## src/rtl/key_search_pkg.sv

```systemverilog
// Shared types and constants for the ARC4 key search block and its
// plaintext monitor.
package key_search_pkg;

  localparam int         KEY_W    = 24;
  localparam logic [7:0] PRINT_LO = 8'h20;
  localparam logic [7:0] PRINT_HI = 8'h7E;

  typedef enum logic [2:0] {
    IDLE,
    ARST,
    START,
    WAIT,
    CHECK,
    DONE
  } state_t;

  function automatic logic is_printable(input logic [7:0] b);
    return (b >= PRINT_LO) && (b <= PRINT_HI);
  endfunction

endpackage

```

## src/rtl/key_search_pt_check.sv

```systemverilog
// Snoops the arc4 plaintext write port and latches a sticky "bad" flag on any
// non-printable byte written past the length byte at address 0.
module pt_check
  import key_search_pkg::*;
(
  input  logic       clk,
  input  logic       reset,
  input  logic       i_clear,
  input  logic       i_snoop,
  input  logic [7:0] i_pt_addr,
  input  logic [7:0] i_pt_wrdata,
  input  logic       i_pt_wren,
  output logic       o_bad
);

  logic r_bad;
  logic w_hit;

  assign w_hit = i_snoop && i_pt_wren && (i_pt_addr != 8'd0)
                 && !is_printable(i_pt_wrdata);

  // NOTE: sequential state is updated with non-blocking assignments so every
  // register samples pre-edge values regardless of process ordering.
  always_ff @(posedge clk) begin
    if (!reset) begin
      r_bad <= 1'b0;
    end else if (i_clear) begin
      r_bad <= 1'b0;
    end else if (w_hit) begin
      r_bad <= 1'b1;
    end
  end

  assign o_bad = r_bad;

endmodule

```

## src/rtl/key_search.sv

```systemverilog
// Brute-force key search: restarts an arc4 instance with successive keys until
// the decrypted plaintext is entirely printable or the key space is exhausted.
module key_search
  import key_search_pkg::*;
#(
  parameter logic [KEY_W-1:0] KEY_FIRST = 24'h000000,
  parameter int unsigned      KEY_STEP  = 1
) (
  input  logic             clk,
  input  logic             reset,
  input  logic             en,
  output logic             rdy,
  output logic [KEY_W-1:0] key,
  output logic             key_valid,
  output logic             a4_rst_n,
  output logic             a4_en,
  input  logic             a4_rdy,
  output logic [KEY_W-1:0] a4_key,
  input  logic [7:0]       a4_pt_addr,
  input  logic [7:0]       a4_pt_wrdata,
  input  logic             a4_pt_wren
);

  // arc4 drops rdy one cycle after sampling a4_en, so WAIT must ignore the
  // stale rdy it still sees right after START.
  localparam logic [1:0] WAIT_MIN = 2'd2;

  state_t           r_state;
  state_t           w_state_nxt;
  logic [KEY_W-1:0] r_key;
  logic [KEY_W-1:0] w_key_nxt;
  logic             r_key_valid;
  logic             w_key_valid_nxt;
  logic             r_a4_en;
  logic             w_a4_en_nxt;
  logic             r_rdy;
  logic             w_rdy_nxt;
  logic [1:0]       r_wait_cnt;
  logic [1:0]       w_wait_cnt_nxt;
  logic             w_clear;
  logic             w_snoop;
  logic             w_bad;
  logic [KEY_W:0]   w_key_sum;
  logic             w_wrap;

  assign w_key_sum = {1'b0, r_key} + (KEY_W + 1)'(KEY_STEP);
  assign w_wrap    = w_key_sum[KEY_W];
  assign w_snoop   = (r_state == START) || (r_state == WAIT);

  pt_check u_pt_check (
    .clk        (clk),
    .reset      (reset),
    .i_clear    (w_clear),
    .i_snoop    (w_snoop),
    .i_pt_addr  (a4_pt_addr),
    .i_pt_wrdata(a4_pt_wrdata),
    .i_pt_wren  (a4_pt_wren),
    .o_bad      (w_bad)
  );

  // State and registered outputs; reset is synchronous and active-low.
  always_ff @(posedge clk) begin
    if (!reset) begin
      r_state     <= IDLE;
      r_key       <= KEY_FIRST;
      r_key_valid <= 1'b0;
      r_a4_en     <= 1'b0;
      r_rdy       <= 1'b1;
      r_wait_cnt  <= 2'd0;
    end else begin
      r_state     <= w_state_nxt;
      r_key       <= w_key_nxt;
      r_key_valid <= w_key_valid_nxt;
      r_a4_en     <= w_a4_en_nxt;
      r_rdy       <= w_rdy_nxt;
      r_wait_cnt  <= w_wait_cnt_nxt;
    end
  end

  // NOTE: every combinational output gets a default first so no path through
  // the case leaves it unassigned, which would infer a latch.
  always_comb begin
    w_state_nxt = r_state;
    case (r_state)
      IDLE, DONE: if (en) w_state_nxt = ARST;
      ARST:       w_state_nxt = START;
      START:      if (a4_rdy) w_state_nxt = WAIT;
      WAIT:       if (a4_rdy && (r_wait_cnt == WAIT_MIN)) w_state_nxt = CHECK;
      CHECK:      w_state_nxt = (!w_bad || w_wrap) ? DONE : ARST;
      default:    w_state_nxt = IDLE;
    endcase
  end

  always_comb begin
    w_key_nxt       = r_key;
    w_key_valid_nxt = r_key_valid;
    w_clear         = 1'b0;
    w_wait_cnt_nxt  = 2'd0;
    case (r_state)
      IDLE, DONE: begin
        if (en) begin
          w_key_nxt       = KEY_FIRST;
          w_key_valid_nxt = 1'b0;
          w_clear         = 1'b1;
        end
      end
      WAIT: begin
        w_wait_cnt_nxt = (r_wait_cnt == WAIT_MIN) ? r_wait_cnt : r_wait_cnt + 2'd1;
      end
      CHECK: begin
        if (!w_bad) begin
          w_key_valid_nxt = 1'b1;
        end else if (w_wrap) begin
          w_key_valid_nxt = 1'b0;
        end else begin
          w_key_nxt = w_key_sum[KEY_W-1:0];
          w_clear   = 1'b1;
        end
      end
      default: ;
    endcase
    w_a4_en_nxt = (r_state == START) && a4_rdy;
    w_rdy_nxt   = (w_state_nxt == IDLE) || (w_state_nxt == DONE);
  end

  assign rdy       = r_rdy;
  assign key       = r_key;
  assign key_valid = r_key_valid;
  assign a4_en     = r_a4_en;
  assign a4_key    = r_key;
  // Combinational so arc4 is held in reset in the same cycle as this block.
  assign a4_rst_n  = reset && (r_state != ARST);

endmodule

```

## config.mk

```make
export PLATFORM = sky130hd
export DESIGN_NAME = key_search
export DESIGN_NICKNAME = d
export VERILOG_FILES = /design/src/rtl/key_search_pkg.sv /design/src/rtl/key_search_pt_check.sv /design/src/rtl/key_search.sv
export SDC_FILE = /design/constraint.sdc
export NUM_CORES = 1
export LEC_CHECK = 0
export CORE_MARGIN = 2
export CORE_UTILIZATION = 40
export DETAILED_ROUTE_END_ITERATION = 8
export PLACE_DENSITY_LB_ADDON = 0.2
export SLEW_MARGIN = 20
export SYNTH_ARGS = -nofsm -noshare
export SYNTH_HDL_FRONTEND = slang
export SYNTH_SLANG_ARGS = --single-unit
```

## constraint.sdc

```tcl
create_clock -name clk -period 1.88 [get_ports clk]
set_input_delay 0.376 -clock clk [delete_from_list [all_inputs] [get_ports clk]]
set_output_delay 0.376 -clock clk [all_outputs]
set_load 0.02 [all_outputs]
```

==> impl_metrics.py <==
metrics = {
    "clocking": {
        "htreeDepth": 2,
        "cts_sinks": 33,
        "numCtsBuffers": 5,
        "clockRootBuffer": "clkbuf_8",
        "cts_tree": "yes",
        "clockBufferDepth": 2,
        "clk_latency_ps": 290,
        "clkTransAtPathRegs_ps": 60,
    },
    "global_routing": {
        "antenna_found_initial": 0,
        "grt_max_degree": 14,
        "grt_pass1_wl_mm": 8.42,
        "grt_pass1_vias": 1936,
        "grt_usage": 0.198,
        "grt-ovfl-total": 0,
    },
    "sta": {
        "finClkSkew_ps": 7.65,
        "worstMarginPinSlew_ps": 493,
        "setup_viol": 0,
        "grt_setup_unrepaired": "true",
        "post-route-min-period_ps": 1860,
        "fin_crit_sh": 0.988,
        "final_hold_viol_count": 0,
        "fin_setup_tns_ps": 0,
        "finalMaxSlewViolations": 0,
        "worst_hold_slack_ps": 504,
        "setup_slack_ps": 22.7,
        "fmax_mhz": 538,
        "slew-limit-headroom": 0.670,
    },
    "yosys": {
        "synth_compound_area_frac": 0.250,
        "synthesis.nets": 257,
        "netlist.area_leader.share": 0.341,
        "synth_top_area_cell": "dfxtp_1",
        "ys_types": 47,
        "muxShareOfSynthArea": 0.0110,
        "synth_area_per_cell_um2": 8.29,
        "synthSimpleGateAreaFrac": 0.245,
        "netlist_instances": 234,
        "ys_ff_latch": 33,
        "ys.flop_type": "dfxtp_1",
        "synthAdderAreaFrac": 0.0129,
        "synthXorXnorAreaFrac": 0.0135,
        "synth_top_family_by_area": "compound AO/OA/AOI/OAI gates",
        "syn_area_um2": 1940,
        "yosys_warnings": 0,
        "netlist_top_cells_area": "dfxtp_1, buf_4, a21oi_1",
        "yosysSeqAreaShare": 0.341,
        "synth_edf_count": 0,
        "synth-async-reset-ratio": 0,
    },
    "placed_design": {
        "place.gp.congestion": 0.774,
        "dp_hpwl_mm": 3.99,
        "dp_cells": 371,
        "place_ws_ps": -460,
        "numPortBuffers": 72,
    },
    "die": {
        "io_pins": 73,
        "start_util": 0.413,
        "die_y_um": 73.6,
        "row_count": 25,
        "fp.dieArea_um2": 5420,
        "die_w_um": 73.6,
        "core_area_um2": 4690,
    },
    "worst_setup_path": {
        "crit_buf_inv": 0,
        "cp_data_arrival_time_ps": 2070,
        "crit_family": "simple AND/OR/NAND/NOR gates",
        "cpPeakStageDelay_ps": 450,
        "startpoint_type": "flip-flop",
        "worstPathMaxFanout": 6,
        "crit_required_ps": 2100,
        "slowest_stage": "a311o_2",
        "worstSetupPathType": "flip-flop to flip-flop",
        "crit_chain": "and4_4, nand4_4, a311o_2, or4_1, a21oi_1",
        "cp-end-kind": "flip-flop",
    },
    "route": {
        "wl_met3_um": 381,
        "wl_mm": 5.64,
        "wl_met2_mm": 2.64,
        "routed-via-count": 2140,
        "drt_iter0_drc": 79,
        "vias_per_cell": 5.54,
        "firstDrtPassIters": 4,
        "met1_length_mm": 2.50,
        "top_layer": "met4",
        "antenna_left": 0,
        "drcViolationCount": 0,
        "avgRoutedWirePerCell_um": 14.6,
    },
    "run": {
        "cap_violations": 0,
    },
    "hold_path": {
        "min_path_type": "flip-flop to flip-flop",
    },
    "layout": {
        "fin_util": 0.662,
        "final_common_cell": "clkdlybuf4s50_1",
        "drive_above_1_share": 0.301,
        "finalNetCount": 355,
        "syn_to_final_growth_pct": 60.3,
        "diodes": 0,
        "final_cell_mix": "clkdlybuf4s50_1, buf_4, a21oi_1",
        "fin_cells": 386,
    },
    "power": {
        "ir_drop_mv": 0.323,
        "power_density_nw_per_um2": 466,
        "power_leakage_nw": 1.10,
    },
    "status": {
        "status": "complete, no violations",
    },
}
## metrics by stage
stage	instance area (um2)	power [mW]
CTS	2990	1.46
global placement	2890	0.906
global route	3110	1.51
detailed placement	2890	0.909
floorplan	1980	0.807
finish	3110	1.45
## kinds of logic after synthesis
group / Yosys count
AOI/OAI and AO/OA: 71
muxes: 2
DFF: 33
xor gates and xnor gates: 3
buffers and inverters: 41
and+or+nand+nor: 82
adders and majority gates: 2
## cell type report
cell class | instances | area [um2]
well taps | 54 | 67.6
fillers | 427 | 1580
flip-flops and latches | 33 | 692
clock buffers | 6 | 82.6
inverters | 10 | 37.5
clock inverters | 1 | 7.51
multi-input cells | 162 | 1140
repair buffers | 120 | 1080
## worst reg2reg max path, cell delays in order, from the launching register on
cell     delay (ps)
dfxtp_2         370
and4_4          270
nand4_4         130
a311o_2         450
or4_1           430
a21oi_1         150
## path summary, 6_finish.rpt
| path | startpoint | to | slack [ps] | cells past startpoint |
|---|---|---|---|---|
| setup / recovery | a4_key[5] | a4_key[15] | 20 | 5 |
| hold / removal | a4_key[7] | a4_key[7] | 500 | 2 |
| setup reg to reg | a4_key[5] | a4_key[15] | 20 | 5 |
| hold reg to reg | a4_key[7] | a4_key[7] | 500 | 2 |
## synth_stat cells (2+ instances only)
master    count
o311ai_4      2
o31ai_1       8
nor2_1       13
inv_1        10
xnor2_1       2
and2_1        3
or4_1         8
and3_1        3
clkbuf_1      5
nand2b_1      3
dfxtp_1      33
ha_1          2
nand4_1       4
a21oi_1      22
o21ai_0      18
nand2_1      10
o21a_1        2
or3_1         9
o22ai_1       2
nor4_1        4
nand3_1      16
nor3b_1       2
buf_4        24
buf_2         2
a21boi_0      4
o211ai_1      2
## report_power, final
| part | internal, mW | leakage (nW) | switching [mW] |
|---|---|---|---|
| Sequential | 0.704 | 0.277 | 0.00730 |
| Clock | 0.289 | 0.0433 | 0.266 |
| Combinational | 0.0959 | 0.776 | 0.0871 |
| Total | 1.09 | 1.10 | 0.360 |
## timing repair
| action | 4_1_cts | 5_1_grt |
|---|---|---|
| hold buffers | 0 | 0 |
| pin swaps | 7 | 11 |
| gates cloned | 0 | 2 |
| gates resized for setup | 9 | 16 |
| buffers inserted | 1 | 6 |
| endpoints found under the setup margin | 21 | 22 |
## registers in the layout, indices dropped and copies added, names as in the netlist
register,count
a4_en,1
a4_key,24
key_valid,1
r_state,3
r_wait_cnt,2
rdy,1
u_pt_check.o_bad,1
## metal layers
| layer | global-route usage | vias to the layer above |
|---|---|---|
| li1 | - | 1058 |
| met1 | 0.250 | 995 |
| met2 | 0.333 | 74 |
| met3 | 0.0508 | 13 |
| met4 | 0.0566 | 0 |
| met5 | 0 | - |
(Power assumes the default switching activity.)
